<file path="config.mk">
export PLATFORM = sky130hd
export DESIGN_NAME = cmos_capture_flat
export DESIGN_NICKNAME = d
export VERILOG_FILES = /design/src/rtl/cmos_capture_if.sv /design/src/rtl/cmos_capture.sv /design/src/flat_wrapper.sv
export SDC_FILE = /design/constraint.sdc
export NUM_CORES = 1
export LEC_CHECK = 0
export ABC_AREA = 1
export ABC_CLOCK_PERIOD_IN_PS = 1540
export BUFFER_PORTS_ARGS = -buffer_cell sky130_fd_sc_hd__clkbuf_2
export CORE_MARGIN = 1.5
export CORE_UTILIZATION = 50
export CTS_CLUSTER_DIAMETER = 30
export CTS_CLUSTER_SIZE = 10
export DETAILED_ROUTE_END_ITERATION = 7
export PLACE_DENSITY = 0.74
export SYNTH_ARGS = -nofsm -noshare
export SYNTH_HDL_FRONTEND = slang
export SYNTH_SLANG_ARGS = --single-unit
</file>
<file path="constraint.sdc">
create_clock -name clk -period 1.54 [get_ports clk]
set_clock_uncertainty 0.1 [all_clocks]
set_input_delay 0.077 -clock clk [delete_from_list [all_inputs] [get_ports clk]]
set_output_delay 0.077 -clock clk [all_outputs]
set_load 0.05 [all_outputs]
</file>
<file path="src/rtl/cmos_capture_if.sv">
// ---------------------------------------------------------------------------
// cmos_capture_if : DVP sensor bus plus packed-pixel output bus
// Optional stats signals appear when CMOS_FRAME_STATS_EN is defined.
// Rev 1.0
// ---------------------------------------------------------------------------
`default_nettype none

interface cmos_capture_if;
  logic        cmos_vsync;
  logic        cmos_href;
  logic [7:0]  cmos_data;
  logic [15:0] pix_data;
  logic        pix_valid;
  logic        frame_start;
  logic        frame_end;
  logic        line_end;
  logic        capture_ready;
`ifdef CMOS_FRAME_STATS_EN
  logic [11:0] line_cnt;
  logic [11:0] pix_per_line;
`endif

  // master = sensor/consumer environment, slave = capture block
  modport master (
    output cmos_vsync, cmos_href, cmos_data,
    input  pix_data, pix_valid, frame_start, frame_end, line_end, capture_ready
`ifdef CMOS_FRAME_STATS_EN
    , input line_cnt, pix_per_line
`endif
  );

  modport slave (
    input  cmos_vsync, cmos_href, cmos_data,
    output pix_data, pix_valid, frame_start, frame_end, line_end, capture_ready
`ifdef CMOS_FRAME_STATS_EN
    , output line_cnt, pix_per_line
`endif
  );
endinterface

`default_nettype wire

</file>
<file path="src/rtl/cmos_capture.sv">
// ---------------------------------------------------------------------------
// cmos_capture : skips FRAME_SKIP frames after config_done, then packs DVP
// bytes into RGB565 pixels with frame/line markers. Macro: CMOS_FRAME_STATS_EN
// Rev 1.0
// ---------------------------------------------------------------------------
`default_nettype none

module cmos_capture #(
  parameter int FRAME_SKIP = 10
) (
  input  wire logic     clk,
  input  wire logic     rst_n,
  input  wire logic     config_done,
  cmos_capture_if.slave cam
);

  localparam logic [7:0] C_SKIP = 8'(FRAME_SKIP);

  typedef enum logic [1:0] {
    IDLE    = 2'd0,
    SKIP    = 2'd1,
    WAIT_VS = 2'd2,
    CAPTURE = 2'd3
  } state_t;

  state_t      state, state_next;
  logic [7:0]  r_skip_cnt, skip_next;
  logic        r_cfg_meta, r_cfg_sync;
  logic        r_vs, r_hs, r_vs_d, r_hs_d;
  logic [7:0]  r_data;
  logic        r_toggle;
  logic [7:0]  r_hi;
  logic [15:0] r_pix_data;
  logic        r_pix_valid, r_frame_start, r_frame_end, r_line_end, r_capture_ready;

  logic w_vs_fall, w_vs_rise, w_hs_fall;
  logic w_capturing, w_pack, w_strobe, w_line_end;
  logic w_frame_start, w_frame_end;

  assign w_vs_fall   = r_vs_d & ~r_vs;
  assign w_vs_rise   = ~r_vs_d & r_vs;
  assign w_hs_fall   = r_hs_d & ~r_hs;
  // Everything downstream is gated by cfg_sync so a config drop stops output
  // in the same cycle the state machine heads back to IDLE.
  assign w_capturing = r_cfg_sync && (state == CAPTURE);
  assign w_pack      = w_capturing && r_hs && !r_vs;
  assign w_strobe    = w_pack && r_toggle;
  assign w_line_end  = w_capturing && w_hs_fall;

  always_ff @(posedge clk or negedge rst_n) begin
    if (!rst_n) begin
      r_cfg_meta <= 1'b0;
      r_cfg_sync <= 1'b0;
      r_vs       <= 1'b0;
      r_hs       <= 1'b0;
      r_data     <= 8'd0;
      r_vs_d     <= 1'b0;
      r_hs_d     <= 1'b0;
    end else begin
      r_cfg_meta <= config_done;
      r_cfg_sync <= r_cfg_meta;
      r_vs       <= cam.cmos_vsync;
      r_hs       <= cam.cmos_href;
      r_data     <= cam.cmos_data;
      r_vs_d     <= r_vs;
      r_hs_d     <= r_hs;
    end
  end

  always_ff @(posedge clk or negedge rst_n) begin
    if (!rst_n) begin
      state      <= IDLE;
      r_skip_cnt <= 8'd0;
    end else begin
      state      <= state_next;
      r_skip_cnt <= skip_next;
    end
  end

  always_comb begin
    state_next    = state;
    skip_next     = r_skip_cnt;
    w_frame_start = 1'b0;
    w_frame_end   = 1'b0;
    if (!r_cfg_sync) begin
      state_next = IDLE;
      skip_next  = 8'd0;
    end else begin
      case (state)
        IDLE: begin
          skip_next  = 8'd0;
          state_next = (C_SKIP == 8'd0) ? WAIT_VS : SKIP;
        end
        SKIP: begin
          if (w_vs_fall) begin
            if (r_skip_cnt + 8'd1 == C_SKIP) begin
              state_next = WAIT_VS;
              skip_next  = 8'd0;
            end else begin
              skip_next = r_skip_cnt + 8'd1;
            end
          end
        end
        WAIT_VS: begin
          if (w_vs_fall) begin
            state_next    = CAPTURE;
            w_frame_start = 1'b1;
          end
        end
        CAPTURE: begin
          if (w_vs_rise) begin
            state_next  = WAIT_VS;
            w_frame_end = 1'b1;
          end
        end
        default: state_next = IDLE;
      endcase
    end
  end

  always_ff @(posedge clk or negedge rst_n) begin
    if (!rst_n) begin
      r_toggle        <= 1'b0;
      r_hi            <= 8'd0;
      r_pix_data      <= 16'd0;
      r_pix_valid     <= 1'b0;
      r_frame_start   <= 1'b0;
      r_frame_end     <= 1'b0;
      r_line_end      <= 1'b0;
      r_capture_ready <= 1'b0;
    end else begin
      r_toggle <= w_pack ? ~r_toggle : 1'b0;
      if (w_pack && !r_toggle) begin
        r_hi <= r_data;
      end
      if (w_strobe) begin
        r_pix_data <= {r_hi, r_data};
      end
      r_pix_valid     <= w_strobe;
      r_frame_start   <= w_frame_start;
      r_frame_end     <= w_frame_end;
      r_line_end      <= w_line_end;
      r_capture_ready <= (state == WAIT_VS) || (state == CAPTURE);
    end
  end

  assign cam.pix_data      = r_pix_data;
  assign cam.pix_valid     = r_pix_valid;
  assign cam.frame_start   = r_frame_start;
  assign cam.frame_end     = r_frame_end;
  assign cam.line_end      = r_line_end;
  assign cam.capture_ready = r_capture_ready;

`ifdef CMOS_FRAME_STATS_EN
  logic [11:0] r_line_run, r_pix_run, r_pix_last;
  logic [11:0] r_line_cnt, r_pix_per_line;
  logic [11:0] w_line_inc, w_pix_inc;

  assign w_line_inc = (r_line_run == 12'hFFF) ? r_line_run : r_line_run + 12'd1;
  assign w_pix_inc  = (r_pix_run == 12'hFFF) ? r_pix_run : r_pix_run + 12'd1;

  // A line_end coinciding with frame_end must still be folded into the result.
  always_ff @(posedge clk or negedge rst_n) begin
    if (!rst_n) begin
      r_line_run     <= 12'd0;
      r_pix_run      <= 12'd0;
      r_pix_last     <= 12'd0;
      r_line_cnt     <= 12'd0;
      r_pix_per_line <= 12'd0;
    end else begin
      if (w_frame_start) begin
        r_line_run <= 12'd0;
        r_pix_run  <= 12'd0;
        r_pix_last <= 12'd0;
      end else if (w_line_end) begin
        r_line_run <= w_line_inc;
        r_pix_last <= r_pix_run;
        r_pix_run  <= 12'd0;
      end else if (w_strobe) begin
        r_pix_run <= w_pix_inc;
      end
      if (w_frame_end) begin
        r_line_cnt     <= w_line_end ? w_line_inc : r_line_run;
        r_pix_per_line <= w_line_end ? r_pix_run : r_pix_last;
      end
    end
  end

  assign cam.line_cnt     = r_line_cnt;
  assign cam.pix_per_line = r_pix_per_line;
`endif

endmodule

`default_nettype wire

</file>
<file path="src/flat_wrapper.sv">
// flat-port wrapper written by rule: the top's interface ports become plain ports
module cmos_capture_flat 
#(
  parameter int FRAME_SKIP = 10
)
  (clk, rst_n, config_done, cam_cmos_vsync, cam_cmos_href, cam_cmos_data, cam_pix_data, cam_pix_valid, cam_frame_start, cam_frame_end, cam_line_end, cam_capture_ready);
  cmos_capture_if cam_i ();
  input  wire logic clk;
  input  wire logic rst_n;
  input  wire logic config_done;
  input wire logic [$bits(cam_i.cmos_vsync)-1:0] cam_cmos_vsync;
  input wire logic [$bits(cam_i.cmos_href)-1:0] cam_cmos_href;
  input wire logic [$bits(cam_i.cmos_data)-1:0] cam_cmos_data;
  output wire logic [$bits(cam_i.pix_data)-1:0] cam_pix_data;
  output wire logic [$bits(cam_i.pix_valid)-1:0] cam_pix_valid;
  output wire logic [$bits(cam_i.frame_start)-1:0] cam_frame_start;
  output wire logic [$bits(cam_i.frame_end)-1:0] cam_frame_end;
  output wire logic [$bits(cam_i.line_end)-1:0] cam_line_end;
  output wire logic [$bits(cam_i.capture_ready)-1:0] cam_capture_ready;
  assign cam_i.cmos_vsync = cam_cmos_vsync;
  assign cam_i.cmos_href = cam_cmos_href;
  assign cam_i.cmos_data = cam_cmos_data;
  assign cam_pix_data = cam_i.pix_data;
  assign cam_pix_valid = cam_i.pix_valid;
  assign cam_frame_start = cam_i.frame_start;
  assign cam_frame_end = cam_i.frame_end;
  assign cam_line_end = cam_i.line_end;
  assign cam_capture_ready = cam_i.capture_ready;
  cmos_capture #(.FRAME_SKIP(FRAME_SKIP)) u_core (.clk(clk), .rst_n(rst_n), .config_done(config_done), .cam(cam_i));
endmodule
</file>
# Yosys cells after proc, flatten, opt, wreduce, memory -nomap -nowiden

Cells that the tools add are included.

Register bits after elaboration: 54
Input bits: 13
Output and inout bits: 21

Bitwise gates (word level): 7
Add/sub/neg operators: 1
Reduce and logical (&&, ||, !) cells: 12
Mux-type cells: 17
Equal/unequal tests: 9

Operators with widths:

| cell                                          | number |
|---|---|
| two-way mux 8 bit                             | 3 |
| one-hot mux 8 bit (2 select lines)            | 1 |
| != test 3 bit, second input constant          | 5 |
| two-way mux 2 bit                             | 5 |
| adder 8 x 1 -> 8 bit, second input constant   | 1 |
| == test 8 x 4 -> 1 bit, second input constant | 1 |
| one-hot mux 2 bit (4 select lines)            | 1 |
| two-way mux 1 bit                             | 7 |
| logical AND 1 bit                             | 6 |
| == test 2 bit, second input constant          | 2 |
| inverter 1 bit                                | 4 |
| AND reduction 4 bit                           | 1 |
| bitwise AND 1 bit                             | 3 |
| == test 2 x 1 -> 1 bit, second input constant | 1 |
| logical NOT 1 bit                             | 2 |
| logical NOT 2 bit                             | 1 |
| AND reduction 2 bit                           | 1 |
| logical OR 1 bit                              | 1 |

# Longest topological paths before layout

Gate-level depths: netlist (run 1).

Depth in word-level cells: 6
Mapped depth: 12

# Worst setup path after synthesis (run 1)

Ideal clock, no wire load.

Path kind: reg2reg
From: reg u_core.r_skip_cnt[0]
To: reg u_core.state[1]
Data arrival time: 1332 ps
Data required time: 1323 ps
Slack: -9 ps
Cell stages (with the launch flop): 12
Clock period less this slack: 1549 ps
Buffers on the path: 0
Cell sequence: dfrtp_1 > ha_1 > nand3_1 > nand2_1 > nand2_1 > nand2_1 > nor2_1 > nand3_1 > nand3_1 > nand3_1 > nand2_1 > nand2_1

Word-level cells in the longest chain between the ends: 4

RTL lines:

| what                          | RTL line           | source |
|---|---|---|
| start, declared               | cmos_capture.sv:27 | `logic [7:0] r_skip_cnt, skip_next;` |
| start signal, assigned        | cmos_capture.sv:76 | `r_skip_cnt <= skip_next;` |
| adder 8 x 1 -> 8 bit          | cmos_capture.sv:96 | `if (r_skip_cnt + 8'd1 == C_SKIP) begin` |
| == test 8 x 4 -> 1 bit        | cmos_capture.sv:96 |  |
| != test 3 bit (no line)       | --                 |  |
| AND reduction 4 bit (no line) | --                 |  |
| end signal, assigned          | cmos_capture.sv:75 | `state <= state_next;` |
| end, declared                 | cmos_capture.sv:26 | `state_t state, state_next;` |

Every way passes these cells.
A chain may end at the register's enable or synchronous reset.

# Final worst setup path (run 1)

From: reg u_core.r_skip_cnt[1]
To: reg u_core.state[1]

Same word-level chain as after synthesis.

==> run metrics, run 1 <==
cts bufs inserted 5; slowest CP cell dfrtp_1; # H-tree levels 2; Synth cell types 26; die area 4801 sq um; leakage power 0.001485 uW; overall routing resource usage 17.33%; Critical Path Start Type flip-flop; pre-CTS setup slack -0.03899 ns; Site Rows 23; CP bufs+invs 2; number of vias per cell 4.789; Least-Margin Pin Slew 0.2993 ns; failing checks setup timing; Peak VDD IR 826.9 uV; Final HPWL DP 2416 um; io pins 34; Clock Latency Late Sink 0.30 ns; critical path class reg -> reg; relative max-transition margin 80.05%; Critical Path RT 1.65 ns; ratio of cells with drive above 1 in the final layout 33.81%; Hold Fails Final Rpt 0; MaxCap Viol Count 0; vias in the first global route 1606; Routed wire per std cell 11.34 um; Buffers on Ports 33; CP max stage delay 0.43 ns; CTS tree done; most frequent cells in the layout nand2_1, dfrtp_1, clkbuf_2; global-route wire length before repair 6741 um; antenna diode count 0; type of the worst min-delay path in -> async; cell family with most CP delay simple AND/OR/NAND/NOR gates; Routed Antenna Nets 0; core box area 4115 sq um; Overflow after GRT 0; cell mode on critical path nand2_1; RSZ-0062 raised after global routing true; Starting Density 53.39%; Final Util 68.08%; CP endpoint kind flip-flop; Syn Inst Count 221; status finished with violations; Clock Sinks 54; clock slew at reported path FFs 0.09 ns; min cycle time layout 1.579 ns; largest net degree at the start of global routing 55; final setup margin -0.03940 ns; DRC errors left 0; YS warnings 0; Clock Tree Root clkbuf_8; Pre-antenna DRT Iters 4; #FFs+latches synth 54; final setup fails 3; area grow syn2layout 27.51%; syn nets 236; via count 1585; syn_area_per_cell 9.942 sq um; post-synthesis sequential area ratio 61.50%; commonest non-fill, non-tap cell in the layout nand2_1; Final Net Count 295; Max Clk Rate 0.6332 GHz; Pins Over Slew Limit 0; PD cells 1174 nW/um^2; Critical Path AT 1.69 ns; Clock Path Buffers 2; Worst Path Max Fanout 4; GPL Wtd Cong 0.7820; Routed WL 3753 um; DIE HEIGHT 69.29 um; initial antenna violation count 0; worst-path cell chain buf_4, nand3_4, inv_1, nand3_1, nand2_1, nor2_1, nand3_1, nand3_2, nand3_2, nand2_1, nand2_1; fin crit share 102.6%; initial DRC count 74; total chip power 3288 uW; die width 69.29 um; cell area after synthesis 2197 sq um
==> final timing paths <==
kind	startpoint	slack [ns]	endpoint	cells past startpoint
worst max register to register	u_core.r_skip_cnt[1]	-0.04	u_core.state[1]	11
worst max-delay path	u_core.r_skip_cnt[1]	-0.04	u_core.state[1]	11
min in group clk	u_core.r_cfg_meta	0.27	u_core.r_cfg_sync	0
worst min register to register	u_core.r_cfg_meta	0.27	u_core.r_cfg_sync	0
max in group asynchronous	rst_n	0.90	u_core.r_skip_cnt[2]	3
worst min-delay path	rst_n	0.20	u_core.cam.line_end	3
==> report_power, final <==
| group | switching (uW) | internal (uW) | leakage [uW] |
|---|---|---|---|
| clock | 448 | 487 | 0.0000585 |
| sequential | 92.1 | 1580 | 0.000706 |
| combinational | 410 | 271 | 0.000721 |
| total | 950 | 2340 | 0.00149 |
==> worst min-delay path, cell delays in order <==
cell and delay [ns]:
dlygate4sd3_1 0.52, clkbuf_2 0.13, buf_12 0.27
==> layer usage <==
layer	global-route usage (%)	share of wire, %	wire, um
met2	30.98	52	1947
met3	4.942	3.9	146
met1	20.17	43	1614
met5	0	0	0
met4	5.011	1.2	46
==> cell usage after synthesis <==
| cell type | number | area share, % |
|---|---|---|
| ha_1 | 2 | 1.1 |
| o21a_1 | 1 | 0.34 |
| nor2_4 | 2 | 1.0 |
| dfrtp_1 | 54 | 62 |
| o21bai_1 | 1 | 0.34 |
| nand4_1 | 3 | 0.85 |
| nor2_8 | 1 | 0.91 |
| o22ai_1 | 2 | 0.57 |
| inv_4 | 1 | 0.28 |
| nor3_1 | 1 | 0.23 |
| buf_6 | 3 | 1.5 |
| clkbuf_1 | 1 | 0.17 |
| a31oi_1 | 1 | 0.28 |
| nand3_2 | 1 | 0.46 |
| o21ai_2 | 15 | 6.0 |
| o21ai_0 | 7 | 1.6 |
| nand2_4 | 1 | 0.51 |
| xor2_1 | 1 | 0.40 |
| nand3_1 | 9 | 2.0 |
| a21oi_1 | 1 | 0.23 |
| nand2_1 | 65 | 11 |
| nor2_1 | 12 | 2.0 |
| nand2_2 | 1 | 0.28 |
| inv_2 | 2 | 0.34 |
| inv_1 | 30 | 5.1 |
| o21ai_1 | 3 | 0.68 |
==> layout make-up <==
cell class	instances	area [sq um]
clock buffers	5	68.82
clock inverters	3	43.79
fillers	318	1314
inverters	33	126.4
multi-input cells	130	762.0
flip-flops and latches	54	1354
well taps	50	62.56
repair buffers	56	384.1
==> logic make-up (layout without fill, tap and decap cells) <==
group	after synthesis	in the layout	share of synthesized area, %
simple gates	96	96	19.48
fa+ha+maj	2	2	1.139
buf+inv	37	97	7.460
xor+xnor	1	1	0.3987
compound gates	31	31	10.02
flops	54	54	61.50
==> state kept, by name, indices dropped and copies added, names as in the netlist <==
register                  flops
u_core.cam.pix_data          16
u_core.r_data                 8
u_core.r_hi                   8
u_core.r_skip_cnt             8
u_core.state                  2
u_core.cam.capture_ready      1
u_core.cam.frame_end          1
u_core.cam.frame_start        1
u_core.cam.line_end           1
u_core.cam.pix_valid          1
u_core.r_cfg_meta             1
u_core.r_cfg_sync             1
u_core.r_hs                   1
u_core.r_hs_d                 1
u_core.r_toggle               1
u_core.r_vs                   1
u_core.r_vs_d                 1
==> per-stage QoR <==
| stage | hold slack (ns) | setup TNS [ns] | area [sq um] | std cells |
|---|---|---|---|---|
| after floorplan | -0.3186 | 0 | 2200 | 221 |
| after global placement | -0.003900 | 0 | 2477 | 310 |
| after detailed placement | -0.005634 | -0.03899 | 2477 | 310 |
| after CTS | 0.1959 | -0.04152 | 2720 | 330 |
| after global routing | 0.2273 | -0.5484 | 2801 | 331 |
| final | 0.1983 | -0.07107 | 2801 | 331 |
==> repair_timing <==
action                                 in CTS  in global routing
endpoints found under the hold margin      65                  0
hold buffers                               12                  0
gates resized for setup                     2                 23
pin swaps                                   0                  9
setup buffers                               0                  1
setup endpoints to repair                   2                 10
No activity file was read; power rests on OpenSTA's default activity.
==> run 2: changes to the inputs <==
Settings changed: SKIP_LAST_GASP set to 1.
==> run metrics, run 2 (synthesized netlist as in run 1, its figures left out) <==
CTS tree done; final setup margin -0.02648 ns (+0.01292 ns); Buffers on Ports 33 (unchanged); TNS Setup -0.04660 ns (+0.02447 ns); Site Rows 23 (unchanged); Pre-antenna DRT Iters 6 (+2); antenna diode count 0 (unchanged); Clock Tree Root clkbuf_8; overall routing resource usage 17.23% (-0.093 points); Final Net Count 295 (unchanged); die area 4801 sq um (unchanged); multi-input logic area 723.2 sq um (-5.1%); core box area 4115 sq um (unchanged); Clock Latency Late Sink 0.30 ns (about the same); number of vias per cell 4.740 (-1.0%); ratio of cells with drive above 1 in the final layout 29.54% (-4.3 points); Routed wire per std cell 11.06 um (-2.5%); # H-tree levels 2 (unchanged); cts bufs inserted 5 (unchanged); total chip power 3276 uW (-0.36%); min cycle time layout 1.566 ns (-0.01292 ns); Worst Path Max Fanout 4 (unchanged); DIE HEIGHT 69.29 um (unchanged); Routed Antenna Nets 0 (unchanged); Critical Path AT 1.67 ns (-0.02 ns); Hold Fails Final Rpt 0 (unchanged); GPL Wtd Cong 0.7820 (unchanged); Layout Cells excl Fill 331 (unchanged); io pins 34 (unchanged); Starting Density 53.39% (unchanged); Critical Path RT 1.65 ns (about the same); reg2reg start u_core.r_skip_cnt[0]; area grow syn2layout 25.63%; final setup fails 3 (unchanged); initial antenna violation count 0 (unchanged); largest net degree at the start of global routing 55 (unchanged); type of the worst min-delay path in -> async; Max Clk Rate 0.6384 GHz (+0.82%); Clock Path Buffers 2 (unchanged); Critical Path Start Type flip-flop; most frequent cells in the layout nand2_1, dfrtp_1, clkbuf_2; Overflow after GRT 0 (unchanged); via count 1569 (-1.0%); failing checks setup timing; MaxCap Viol Count 0 (unchanged); DRC errors left 0 (unchanged); placed cells 310 (unchanged); Clock Sinks 54 (unchanged); fin crit share 101.7% (-0.84 points); vias in the first global route 1590 (-1.0%); max reg flops 16 (unchanged); Final HPWL DP 2416 um (unchanged); commonest non-fill, non-tap cell in the layout nand2_1; fill count 325 (+2.2%); Routed WL 3661 um (-2.5%); status finished with violations; leakage power 0.001471 uW (-0.92%); sequential cell area 1351 sq um (-0.18%); die width 69.29 um (unchanged); Pins Over Slew Limit 0 (unchanged); PD cells 1187 nW/um^2 (+1.1%); global-route wire length before repair 6706 um (-0.52%); CP endpoint kind flip-flop; RSZ-0062 raised after global routing true; relative max-transition margin 79.73% (-0.32 points); Least-Margin Pin Slew 0.3040 ns (+0.004747 ns); clock slew at reported path FFs 0.09 ns (about the same); crit path launch u_core.r_skip_cnt[0]; Peak VDD IR 826.6 uV (about the same); critical path class reg -> reg; initial DRC count 92 (+24%)
## run 2: cell counts in the layout (fill, tap and decap cells not counted)
No cell type changed its count.
## run 2: per-stage QoR
stage	setup WS [ns]	utilization, %	hold WS [ns]	instance area, sq um
6_report	-0.02648	67.07	0.1985	2760
5_1_grt	-0.1452	67.07	0.2273	2760
4_1_cts	-0.02980	65.98	0.1959	2715
3_5_place_dp	-0.03899	60.20	-0.005634	2477
3_3_place_gp	0.004107	60.20	-0.003900	2477
2_1_floorplan	0.002415	-	-0.3186	2200
## run 2: path summary, 6_finish.rpt
kind                                       end  slack, ns  cells past startpoint
min                        u_core.cam.line_end       0.20                      3
max                            u_core.state[1]      -0.03                     10
min in group clk             u_core.r_cfg_sync       0.27                      0
min reg2reg                  u_core.r_cfg_sync       0.27                      0
max reg2reg                    u_core.state[1]      -0.03                     10
max in group asynchronous     u_core.r_data[1]       0.91                      3
## run 2: where the power goes
| group | switching, uW | total [uW] | internal, uW |
|---|---|---|---|
| Clock | 449 | 936 | 487 |
| Combinational | 404 | 668 | 264 |
| Sequential | 91.7 | 1670 | 1580 |
## run 2: cell type report
| class | count | share of cell area (%) |
|---|---|---|
| clock inverters | 3 | 1.587 |
| well taps | 50 | 2.267 |
| flip-flops and latches | 54 | 48.96 |
| inverters | 33 | 4.578 |
| repair buffers | 56 | 13.92 |
| clock buffers | 5 | 2.493 |
| multi-input cells | 130 | 26.20 |
## run 2: layer usage
metal  vias to the layer above  track usage (%)  wire (um)
met5                         -                0          0
met4                         0            4.575         46
met3                         4            4.942        137
met2                        26            30.88       1861
met1                       735            20.17       1616
li1                        804                -          -
## run 2: repair_timing
action                     CTS  global route
hold endpoints to repair    65             0
resized for setup            1            10
hold buffers                12             0
setup buffers                0             1
cloned                       0             0
setup endpoints to repair    2            10
pin swaps                    0             1
## run 2: worst max-delay path: stages, from the launching register on
cell and delay [ns]:
dfrtp_1 0.41, ha_4 0.16, nand3_1 0.09, o21bai_1 0.14, nand2_1 0.08, nor2_1 0.10, nand3_1 0.10, nand3_2 0.10
nand3_2 0.06, nand2_1 0.06, nand2_1 0.04
